**src/rtl/lsu_pkg.sv**
```systemverilog
// Shared types and helpers for the load/store unit: FSM state encoding,
// RV32I width codes, and the alignment / byte-lane rules used by the top.
package lsu_pkg;

   typedef enum logic [1:0] {
      IDLE   = 2'd0,
      ACCESS = 2'd1,
      DONE   = 2'd2
   } lsu_state_e;

   localparam logic [2:0] F3_B  = 3'b000;
   localparam logic [2:0] F3_H  = 3'b001;
   localparam logic [2:0] F3_W  = 3'b010;
   localparam logic [2:0] F3_BU = 3'b100;
   localparam logic [2:0] F3_HU = 3'b101;

   // Undefined width codes are folded into the misaligned case so they
   // never reach the bus.
   function automatic logic is_misaligned(input logic [2:0] f3, input logic [1:0] a);
      case (f3)
         F3_B, F3_BU: return 1'b0;
         F3_H, F3_HU: return a[0];
         F3_W:        return (a != 2'b00);
         default:     return 1'b1;
      endcase
   endfunction

   // Byte enables for the addressed lane(s); f3[2] only selects extension.
   function automatic logic [3:0] byte_enables(input logic [2:0] f3, input logic [1:0] a);
      case (f3[1:0])
         2'b00:   return 4'b0001 << a;
         2'b01:   return 4'b0011 << a;
         default: return 4'b1111;
      endcase
   endfunction

   // Store data replicated across all lanes so memory can pick any lane.
   function automatic logic [31:0] lane_wdata(input logic [2:0] f3, input logic [31:0] wd);
      case (f3[1:0])
         2'b00:   return {4{wd[7:0]}};
         2'b01:   return {2{wd[15:0]}};
         default: return wd;
      endcase
   endfunction

endpackage

```
**src/rtl/load_extend.sv**
```systemverilog
// Combinational lane select and sign/zero extension of a read word.
module load_extend
   import lsu_pkg::*;
(
   input  logic [2:0]  funct3,
   input  logic [1:0]  addr_lo,
   input  logic [31:0] word,
   output logic [31:0] result
);

   logic [7:0]  lane_byte;
   logic [15:0] lane_half;

   // Pick the addressed byte/half, then extend according to the width code.
   always_comb begin
      // NOTE: every output of a combinational block is assigned on every path
      // (defaults first) so no latch can be inferred.
      lane_byte = word[7:0];
      lane_half = addr_lo[1] ? word[31:16] : word[15:0];
      result    = word;
      case (addr_lo)
         2'd0: lane_byte = word[7:0];
         2'd1: lane_byte = word[15:8];
         2'd2: lane_byte = word[23:16];
         2'd3: lane_byte = word[31:24];
         default: lane_byte = word[7:0];
      endcase
      case (funct3)
         F3_B:    result = {{24{lane_byte[7]}}, lane_byte};
         F3_BU:   result = {24'b0, lane_byte};
         F3_H:    result = {{16{lane_half[15]}}, lane_half};
         F3_HU:   result = {16'b0, lane_half};
         default: result = word;
      endcase
   end

endmodule

```
**src/rtl/load_store_unit.sv**
```systemverilog
// Load/store unit: accepts one request from execute, runs a single bus
// access with a timeout, and reports completion with a done/err pulse.
module load_store_unit
   import lsu_pkg::*;
#(
   parameter int unsigned TIMEOUT_CYC = 255
) (
   input  logic        clk,
   input  logic        rst_n,
   input  logic        req_valid,
   input  logic        req_we,
   input  logic [2:0]  req_funct3,
   input  logic [31:0] req_addr,
   input  logic [31:0] req_wdata,
   output logic        busy,
   output logic        done,
   output logic        err,
   output logic [31:0] ld_data,
   output logic        bus_req,
   output logic        bus_we,
   output logic [31:0] bus_addr,
   output logic [3:0]  bus_be,
   output logic [31:0] bus_wdata,
   input  logic        bus_ready,
   input  logic [31:0] bus_rdata
);

   // Counter holds 0..TIMEOUT_CYC-1; the last value is the final wait cycle.
   localparam int unsigned       CNT_W    = (TIMEOUT_CYC > 1) ? $clog2(TIMEOUT_CYC) : 1;
   localparam logic [CNT_W-1:0]  CNT_LAST = CNT_W'(TIMEOUT_CYC - 1);

   lsu_state_e        state_q, state_d;
   logic              we_q, we_d;
   logic [2:0]        funct3_q, funct3_d;
   logic [31:0]       addr_q, addr_d;
   logic [31:0]       wdata_q, wdata_d;
   logic [CNT_W-1:0]  cnt_q, cnt_d;
   logic              err_q, err_d;
   logic [31:0]       ld_data_q, ld_data_d;
   logic [31:0]       ld_ext;

   load_extend u_load_extend (
      .funct3  (funct3_q),
      .addr_lo (addr_q[1:0]),
      .word    (bus_rdata),
      .result  (ld_ext)
   );

   // State and request registers, all cleared by a synchronous reset.
   always_ff @(posedge clk) begin
      // NOTE: sequential state uses non-blocking assignments only, so every
      // flop samples the pre-edge value of every other flop.
      if (!rst_n) begin
         state_q   <= IDLE;
         we_q      <= 1'b0;
         funct3_q  <= 3'b000;
         addr_q    <= 32'h0;
         wdata_q   <= 32'h0;
         cnt_q     <= '0;
         err_q     <= 1'b0;
         ld_data_q <= 32'h0;
      end else begin
         state_q   <= state_d;
         we_q      <= we_d;
         funct3_q  <= funct3_d;
         addr_q    <= addr_d;
         wdata_q   <= wdata_d;
         cnt_q     <= cnt_d;
         err_q     <= err_d;
         ld_data_q <= ld_data_d;
      end
   end

   // Next-state logic: accept in IDLE, wait for ready or timeout in ACCESS.
   always_comb begin
      state_d   = state_q;
      we_d      = we_q;
      funct3_d  = funct3_q;
      addr_d    = addr_q;
      wdata_d   = wdata_q;
      cnt_d     = cnt_q;
      err_d     = err_q;
      ld_data_d = ld_data_q;
      case (state_q)
         IDLE: begin
            if (req_valid) begin
               we_d     = req_we;
               funct3_d = req_funct3;
               addr_d   = req_addr;
               wdata_d  = req_wdata;
               cnt_d    = '0;
               if (is_misaligned(req_funct3, req_addr[1:0])) begin
                  err_d   = 1'b1;
                  state_d = DONE;
               end else begin
                  err_d   = 1'b0;
                  state_d = ACCESS;
               end
            end
         end
         ACCESS: begin
            // Ready wins over timeout in the final wait cycle.
            if (bus_ready) begin
               state_d = DONE;
               cnt_d   = '0;
               if (!we_q) begin
                  ld_data_d = ld_ext;
               end
            end else if (cnt_q == CNT_LAST) begin
               state_d = DONE;
               err_d   = 1'b1;
               cnt_d   = '0;
            end else begin
               cnt_d = cnt_q + CNT_W'(1);
            end
         end
         DONE: begin
            state_d = IDLE;
            err_d   = 1'b0;
         end
         default: begin
            state_d = IDLE;
         end
      endcase
   end

   // Outputs decoded from the state; bus controls are gated to ACCESS.
   always_comb begin
      busy      = (state_q != IDLE);
      done      = (state_q == DONE);
      err       = (state_q == DONE) && err_q;
      bus_req   = (state_q == ACCESS);
      bus_we    = bus_req && we_q;
      bus_be    = bus_req ? byte_enables(funct3_q, addr_q[1:0]) : 4'b0000;
      bus_addr  = {addr_q[31:2], 2'b00};
      bus_wdata = lane_wdata(funct3_q, wdata_q);
      ld_data   = ld_data_q;
   end

endmodule

```
**config.mk**
```make
export PLATFORM = sky130hd
export DESIGN_NAME = load_store_unit
export DESIGN_NICKNAME = d
export VERILOG_FILES = /design/src/rtl/lsu_pkg.sv /design/src/rtl/load_extend.sv /design/src/rtl/load_store_unit.sv
export SDC_FILE = /design/constraint.sdc
export NUM_CORES = 1
export LEC_CHECK = 0
export CORE_MARGIN = 8
export CORE_UTILIZATION = 40
export DETAILED_ROUTE_END_ITERATION = 7
export GPL_TIMING_DRIVEN = 0
export PLACE_DENSITY = 0.84
export SYNTH_ARGS = -nofsm -noshare
export SYNTH_HDL_FRONTEND = slang
export SYNTH_HIERARCHICAL = 1
export SYNTH_SLANG_ARGS = --single-unit
export TNS_END_PERCENT = 30
```
**constraint.sdc**
```tcl
create_clock -name clk -period 1.7 [get_ports clk]
set_input_delay 0.34 -clock clk [delete_from_list [all_inputs] [get_ports clk]]
set_output_delay 0.34 -clock clk [all_outputs]
set_load 0.01 [all_outputs]
```
Word level (Yosys, flattened, before mapping)
Index checks and enable logic that the tools add are counted.
{ "classes": {"add_sub_neg": 1, "eq_ne": 18, "shifts": 2, "muxes": 23, "n_bitwise": 1, "reduce_logical": 18} }
{ "op_table": {"columns": ["op", "count"], "rows": [
  ["case mux 32 bit (4 select lines)", 1],
  ["case mux 32 bit (2 select lines)", 1],
  ["case mux 8 bit (4 select lines)", 1],
  ["2-to-1 mux 8 bit", 3],
  ["2-to-1 mux 16 bit", 1],
  ["case mux 8 bit (2 select lines)", 1],
  ["== test 3 bit (second input constant)", 4],
  ["adder 8 x 1 -> 8 bit (second input constant)", 1],
  ["== test 8 bit (second input constant)", 1],
  ["2-to-1 mux 2 bit", 4],
  ["case mux 4 bit (2 select lines)", 1],
  ["== test 2 x 1 -> 1 bit (second input constant)", 3],
  ["== test 2 bit (second input constant)", 3],
  ["== test 3 x 1 -> 1 bit (second input constant)", 2],
  ["zero test 2 bit", 3],
  ["zero test 3 bit", 2],
  ["2-to-1 mux 1 bit", 6],
  ["case mux 1 bit (3 select lines)", 2],
  ["AND reduction 2 bit", 3],
  ["nonzero test 2 bit", 3],
  ["2-to-1 mux 4 bit", 1],
  ["!= test 2 bit (second input constant)", 2],
  ["case mux 2 bit (2 select lines)", 1],
  ["AND reduction 4 bit", 1],
  ["10 further kinds", 12]
]} }
{ "totals": {"register_bits": 111, "input_bits": 104, "output_inout_bits": 105} }

Depth between registers and ports, before layout
Gate-level depths: netlist (run 1).
{ "depth": {"word_depth": 8, "depth_mapped": 9, "depth_no_buf": 6} }

Hierarchy
Netlist (run 1), hierarchy kept.
{ "modules_own_cells": {"columns": ["module", "instances", "cells_each", "area_per_inst_um2", "seq_area_each_um2"], "rows": [
  ["load_store_unit", 1, 609, 4790.8, 2222.1],
  ["load_extend", 1, 111, 668.1, 0.0]
]} }

Worst setup path after synthesis (run 1)
Ideal clock, no wire load.
{ "synth_timing": {"path_kind": "register to register", "from": "register addr_q[1]", "to": "register ld_data_q[10], in the netlist ld_data[10]", "setup_ns": 0.132, "arrival_time_ns": 1.655, "t_required_ns": 1.568, "path_slack_ns": -0.088, "stages_incl_launch_ff": 7, "path_cell_list": "dfxtp_1 mux4_2 and3b_1 clkbuf_1 a221o_1 nand2_1 a21oi_1"} }
{ "synth_between": {"elab_chain_len": 3} }
{ "synth_lines": {"columns": ["element", "line", "text"], "rows": [
  ["start, declared", "load_store_unit.sv:35", "logic [31:0] addr_q, addr_d;"],
  ["start signal, assigned", "load_store_unit.sv:66", "addr_q <= addr_d;"],
  ["== test 2 bit (tied with other cells)", "load_extend.sv:21", "case (addr_lo)"],
  ["case mux 8 bit (4 select lines)", "load_extend.sv:21", null],
  ["case mux 32 bit (4 select lines) *", "load_extend.sv:28", "case (funct3)"],
  ["via ld_ext[10]", "load_store_unit.sv:40", "logic [31:0] ld_ext;"],
  ["end signal, assigned", "load_store_unit.sv:70", "ld_data_q <= ld_data_d;"],
  ["end, declared", "load_store_unit.sv:39", "logic [31:0] ld_data_q, ld_data_d;"]
]} }
The timed path passes the listed nets; every way through them passes the cells marked *.
A chain may end at the register's enable or synchronous reset.

Final worst setup path (run 1)
{ "layout_timing": {"from": "register funct3_q[0]", "to": "output port bus_wdata[10]"} }
{ "layout_between": {"elab_chain_len": 2} }
{ "layout_lines": {"columns": ["element", "line", "text"], "rows": [
  ["start, declared", "load_store_unit.sv:34", "logic [2:0] funct3_q, funct3_d;"],
  ["start signal, assigned", "load_store_unit.sv:65", "funct3_q <= funct3_d;"],
  ["== test 2 x 1 -> 1 bit or zero test 2 bit (tied branches)", "lsu_pkg.sv:39", "case (f3[1:0])"],
  ["case mux 32 bit (2 select lines) *", "lsu_pkg.sv:39", null],
  ["end, declared", "load_store_unit.sv:23", "output logic [31:0] bus_wdata,"]
]} }
Mark *: on every way between the ends. The rest lies on a longest branch, timed or not.

==> metrics.md, run 1 <==
| Metric | Value |
|---|---|
| Post-Synth Simple-Gate Area | 21.6% |
| Most frequent CP cell | buf_6 |
| Dpl cell area | between 7000 and 8000 um2 |
| Clock transition at path regs | 70 ps |
| DR vias | 5719 |
| Fin util | 63.7% |
| Failing checks | setup timing |
| Port Buffers | about 200 |
| Post-synthesis mux area share | under 10% |
| First-pass GRT wire length | about 29 mm |
| TritonCTS Buffers | 9 |
| Net count, final | 1066 |
| Post-synthesis cell area | 5460 um2 |
| Initial Util | 41.1% |
| Clock buffer depth | 2 |
| Fmax | approximately 540 MHz |
| Initial detailed-routing violation count | 444 |
| Routability cong. | 0.878 |
| Power consumption | 7.18 mW |
| Placed insts | between 1000 and 1500 |
| Dpl ws | -571 ps |
| CP max stage cell | dfxtp_4 |
| Cells after synthesis | 720 |
| Post-route setup slack | -154 ps |
| Clk network pwr share | a little under a third |
| Psw | 2.01 mW |
| Final wirelength | 18.8 mm |
| H-tree depth | 3 |
| Root Driver | clkbuf_16 |
| Antenna violations before repair | 0 |
| Yosys cell types | 46 |
| Min Tclk post-route | around 1900 ps |
| Core outline area | roughly 13000 um2 |
| Slew Limit Fails | 0 |
| Global Route met3 Usage | 4.31% |
| Hold-fix buffers, CTS | 0 |
| Power Internal | approximately 5.2 mW |
| Worst Skew | between 5 and 6 ps |
| M1 GR Usage | 24.2% |
| Area Growth Syn to Fin | 55.1% |
| Outcome | finished with violations |
| Largest net degree at the start of global routing | 17 |
| Post-route ant nets | 0 |
| I/O Pins | between 200 and 250 |
| Critical Path RT | 1360 ps |
| Yosys reg bits | 111 |
| CP Launch Type | flop |
| Synth Area in Adders | 1.15% |
| Top FF cell, synth | dfxtp_1 |
| Peak VDD IR | 0.472 mV |
| Vias per cell | 5.03 |
| Crit-path leading delay family | flip-flops |
| Avg Inst Size Synth | 7.58 um2 |
| Part of the cycle the worst path needs | 109% |
| Sequential cell area fraction in the yosys report | between 40% and 50% |
| Clk Latency, worst-skew pair | 350 ps |
| Full die area | 17600 um2 |
| Compound-cell area share of the yosys netlist | 19.0% |
| Vias in the first global route | 5396 |
| CP Max Fanout | 7 |
| Critical path buffers and inverters | 3 |
| Switching Fraction | 28.1% |
| Max cap viols | 0 |
| Asr flop ratio synth | 0% |
| Leakage power | 3.55 nW |
| Final Cell Area | 8470 um2 |
| Most Crowded Layer GR | met2 |
| Crit path kind | flop to output pin |
| Largest family of logic cells by synthesized area | simple AND/OR/NAND/NOR gates |
| Clock sink count | 111 |
| DRC Markers | 0 |
| CP max stage delay | 370 ps |
| RSZ-0062 raised after global routing | yes |
| CP arrival | 1510 ps |
| Hpwl dp | 13.7 mm |
| Synth Warn # | 6 |
| Setup violators final | 40 |
| Fraction of layout cells with a size suffix above 1 | a little under a quarter |
| Fill cell count | 1156 |
| Routed WL per cell | 16.5 um |
| Crit. End Element | output pin |
| Post-synthesis xor/xnor area fraction | 0.963% |
| EDFF count, synth | 0 |
| Num rows | 42 |
| Non-filler cells in the finished layout | 1138 |
| Reg power frac | 40.3% |
| CTS tree | done |
| Worst hold-check path type | flop to flop |
| Total power per unit cell area | 847 nW/um2 |
| Final hold viol count | 0 |
| Die Width | between 100 and 150 um |
| Max_slew headroom | 59.5% |
| Initial DRT Pass Iterations | 5 |
| Worst-path cell chain | nor2_4 > buf_12 > buf_6 > mux2_4 > buf_6 |
| Worst Tran Pin Value | 607 ps |
| Total GRT Usage | 20.1% |
| Die height | 133 um |
| Overflow after GRT | 0 |
| Met2 GRT Util | 33.5% |
| Comb pwr share | approximately 28% |
==> layer usage <==
layer	routed length, um	up-vias
li1	-	2816
met1	7760	2610
met2	9080	250
met3	1340	43
met4	634	0
met5	0	-
==> Yosys cell counts, drive strengths merged, types with 2 or more instances <==
cell type  count  area [um2]
ha             5        62.6
a21oi        104         521
o211a          2        20.0
a22oi          7        52.6
inv           10        37.5
xor2           3        26.3
buf           63         437
nor2          20        77.6
a211oi         2        15.0
o211ai         2        15.0
nand2        248         931
xnor2          3        26.3
mux2i         10         113
o21a           4        30.0
a21o          18         135
o31ai          2        15.0
and2           3        18.8
mux2          17         191
a221o          8        80.1
nand3          3        15.0
nor3           3        15.0
nand4          2        12.5
clkbuf        27         101
dfxtp        111        2220
nor2b          4        25.0
nand2b         7        43.8
o21ai         20         104
==> power by group through the flow <==
stage | registers [mW] | clock network, mW | logic, mW
floorplan | 2.91 | 0 | 1.02
finish | 2.89 | 2.23 | 2.05
detailed placement | 2.94 | 0 | 1.83
global placement | 2.93 | 0 | 1.81
global route | 2.91 | 2.39 | 2.22
CTS | 2.89 | 2.28 | 1.97
==> tightest hold or removal path, delay by kind of cell, from the launching register on <==
family           cells  cell delay (ps)
flip-flops           1              310
AO/OA/AOI/OAI        1               50
AND/OR/NAND/NOR      1               50
==> final timing paths <==
check	start	end	slack [ps]	cells past startpoint
min	ld_data[6]$_SDFFE_PN0P_	ld_data[6]$_SDFFE_PN0P_	450	2
max reg2reg	addr_q[1]$_SDFFE_PN0P_	ld_data[13]$_SDFFE_PN0P_	-50	5
max	funct3_q[0]$_SDFFE_PN0P_	bus_wdata[10]	-150	5
min reg2reg	ld_data[6]$_SDFFE_PN0P_	ld_data[6]$_SDFFE_PN0P_	450	2
==> cells in the final DEF (no fill, tap or decap), types with 11 or more instances in the layout <==
cell,n
a21oi_1,97
mux2_4,12
nor2_1,15
buf_4,70
buf_6,34
clkdlybuf4s50_1,152
clkbuf_1,11
o21ai_1,17
dfxtp_1,97
clkbuf_2,13
a21o_1,18
nand2_1,244
buf_2,23
clkbuf_16,11
==> logic make-up (layout without fill, tap and decap cells) <==
group                      count (synthesis)  count (layout)
buffers and inverters                    100             339
DFF                                      111             111
muxes                                     28              28
other                                      1               4
xor gates and xnor gates                   6               6
and+or+nand+nor                          295             295
adders and majority gates                  5               5
AOI/OAI and AO/OA                        174             174
==> sequential cells by signal, indices dropped and copies added, names as in the netlist <==
register	flops
funct3_q	3
we_q	1
wdata_q	32
addr_q	32
state_q	2
err_q	1
ld_data	32
cnt_q	8
==> through the flow <==
stage	setup TNS, ps	hold WS (ps)
finish	-2160	451
global route	-4240	468
CTS	-2500	455
detailed placement	-50430	445
global placement	-47780	440
floorplan	0	433
==> area by class of cell <==
class | count | area [um2] | share of cell area, %
Multi-Input combinational cell | 510 | 2810 | 33.2
Clock buffer | 12 | 278 | 3.28
Sequential cell | 111 | 2250 | 26.6
Timing Repair Buffer | 227 | 2210 | 26.1
Tap cell | 176 | 220 | 2.60
Clock inverter | 2 | 37.5 | 0.443
Buffer | 88 | 616 | 7.27
Inverter | 10 | 37.5 | 0.443
Antenna cell | 2 | 5.00 | 0.0591
==> timing repair <==
action                     CTS  global route
buffers inserted            12             7
pin swaps                    2             3
setup endpoints to repair  134           117
gates resized for setup    234            67
cloned                       1             1
(Power assumes the default switching activity.)
==> inputs of run 2 (changes only) <==
- ABC_AREA: unset -> 0
- CTS_CLUSTER_SIZE: unset -> 25
- SKIP_CTS_REPAIR_TIMING: unset -> 1
==> run 2 against run 1 <==
Against the previous run:
- the flow still finishes with violations (setup timing)
- power shrank 0.99%
- clock skew about the same
- flip-flop and latch count is the same
- worst hold slack about the same
- first-iteration DRC count grew 0.45%
- routed wire length down 1.9%
- highest routed layer unchanged
- register-to-register slack lost 80 ps
- global-route usage shrank 0.76 points
==> metrics.md, run 2 (same netlist as run 1, synthesis figures left out) <==
| Metric | Value |
|---|---|
| Fmax | 519 MHz |
| Worst Skew | 6.01 ps |
| Largest net degree at the start of global routing | 17 |
| Area Growth Syn to Fin | 52.8% |
| Final wirelength | 18.4 mm |
| Dpl ws | -571 ps |
| Initial DRT Pass Iterations | 6 |
| First-pass GRT wire length | about 28 mm |
| Vias per cell | between 4 and 5 |
| Die height | between 100 and 150 um |
| Clk network pwr share | between 30% and 40% |
| RSZ-0062 raised after global routing | yes |
| Net count, final | 1064 |
| H-tree depth | 3 |
| Clk Latency, worst-skew pair | 350 ps |
| Part of the cycle the worst path needs | 113% |
| Crit-path leading delay family | buffers and inverters |
| Antenna violations before repair | 0 |
| Clock sink count | 111 |
| Power Internal | between 5 and 6 mW |
| Hold_ws | 451 ps |
| Setup violators final | 52 |
| CP Launch Type | flop |
| Initial detailed-routing violation count | 446 |
| Max cap viols | 0 |
| Overflow after GRT | 0 |
| TritonCTS Buffers | 9 |
| Psw | 1.99 mW |
| Clock transition at path regs | 70 ps |
| Max_slew headroom | 59.2% |
| CP arrival | 1590 ps |
| Power consumption | about 7.1 mW |
| Comb pwr share | between 20% and 30% |
| Crit. End Element | output pin |
| I/O Pins | 209 |
| Root Driver | clkbuf_16 |
| Die Width | about 130 um |
| Most frequent CP cell | buf_4 |
| Worst Tran Pin Value | 606 ps |
| Post-route ant nets | 0 |
| Initial Util | 41.1% |
| Critical Path RT | 1360 ps |
| Most common cell after layout, fill and taps aside | nand2_1 |
| Total power per unit cell area | approximately 850 nW/um2 |
| Peak VDD IR | 0.452 mV |
| Min Tclk post-route | around 1900 ps |
| CTS tree | done |
| Num rows | 42 |
| Port Buffers | 206 |
| CP Max Fanout | 4 |
| Worst-path cell chain | nor2_4 > buf_4 > buf_4 > mux2_2 > clkbuf_2 |
| DRC Markers | 0 |
| Switching Fraction | 28.0% |
| DR vias | 5671 |
| Routed WL per cell | 16.2 um |
| Total GRT Usage | 19.3% |
| Outcome | finished with violations |
| Failing checks | setup timing |
| Crit path kind | flop to output pin |
| Hpwl dp | 13.7 mm |
| Worst hold-check path type | flop to flop |
| Leakage power | 3.55 nW |
| Final hold viol count | 0 |
| Slew Limit Fails | 0 |
| Critical path buffers and inverters | 3 |
| Full die area | 17600 um2 |
| Vias in the first global route | 5202 |
| Core outline area | ~13000 um2 |
| Routability cong. | 0.878 |
| CP max stage cell | dfxtp_4 |
| Fraction of layout cells with a size suffix above 1 | a little over a fifth |
| Reg power frac | 40.6% |
| Commonest cells after routing, fill and taps aside | nand2_1, clkdlybuf4s50_1, a21oi_1, dfxtp_1, buf_4 |
| CP max stage delay | 360 ps |
| Post-route setup slack | -228 ps |
| Clock buffer depth | 2 |
[run 2: area by class of cell]
| cell class | count | area, um2 |
|---|---|---|
| Antenna cell | 2 | 5.00 |
| Buffer | 89 | 626 |
| Clock buffer | 12 | 278 |
| Clock inverter | 2 | 37.5 |
| Fill cell | 1160 | 4950 |
| Inverter | 10 | 37.5 |
| Multi-Input combinational cell | 510 | 2760 |
| Sequential cell | 111 | 2260 |
| Tap cell | 176 | 220 |
| Timing Repair Buffer | 224 | 2130 |
[run 2: worst register-to-register path: cells and delay by family, from the launching register on]
family / cells / cell delay [ps]
compound gates: 3 / 400
buf+inv: 3 / 420
flops: 1 / 360
simple gates: 2 / 570
[run 2: final timing paths]
check,from,to,cells after the start,slack [ps]
setup / recovery,funct3_q[1]$_SDFFE_PN0P_,bus_wdata[11],5,-230
hold / removal,ld_data[6]$_SDFFE_PN0P_,ld_data[6]$_SDFFE_PN0P_,2,450
setup reg to reg,funct3_q[1]$_SDFFE_PN0P_,ld_data[28]$_SDFFE_PN0P_,8,-130
hold reg to reg,ld_data[6]$_SDFFE_PN0P_,ld_data[6]$_SDFFE_PN0P_,2,450
[run 2: power groups by stage]
stage / clock, mW / sequential (mW) / combinational [mW]
after floorplan: 0 / 2.91 / 1.02
after global placement: 0 / 2.93 / 1.81
after detailed placement: 0 / 2.94 / 1.83
after CTS: 2.28 / 2.88 / 1.84
after global routing: 2.39 / 2.90 / 2.15
final: 2.23 / 2.89 / 1.98
[run 2: metal layers]
metal	track usage, %	wire [um]	up-vias
met1	23.9	7690	2594
li1	-	-	2804
met5	0	0	-
met2	31.7	8900	230
met3	4.35	1220	43
met4	8.20	633	0
[run 2: stage by stage]
stage                     utilization [%]  TNS [ps]  std cells  instance area [um2]
final                                62.8     -4270       1136                 8340
after global routing                 62.7     -8010       1134                 8340
after CTS                            60.7    -33040       1117                 8060
after detailed placement             58.3    -50430       1103                 7750
after global placement               58.3    -47780       1103                 7750
after floorplan                         -         0        721                 5470
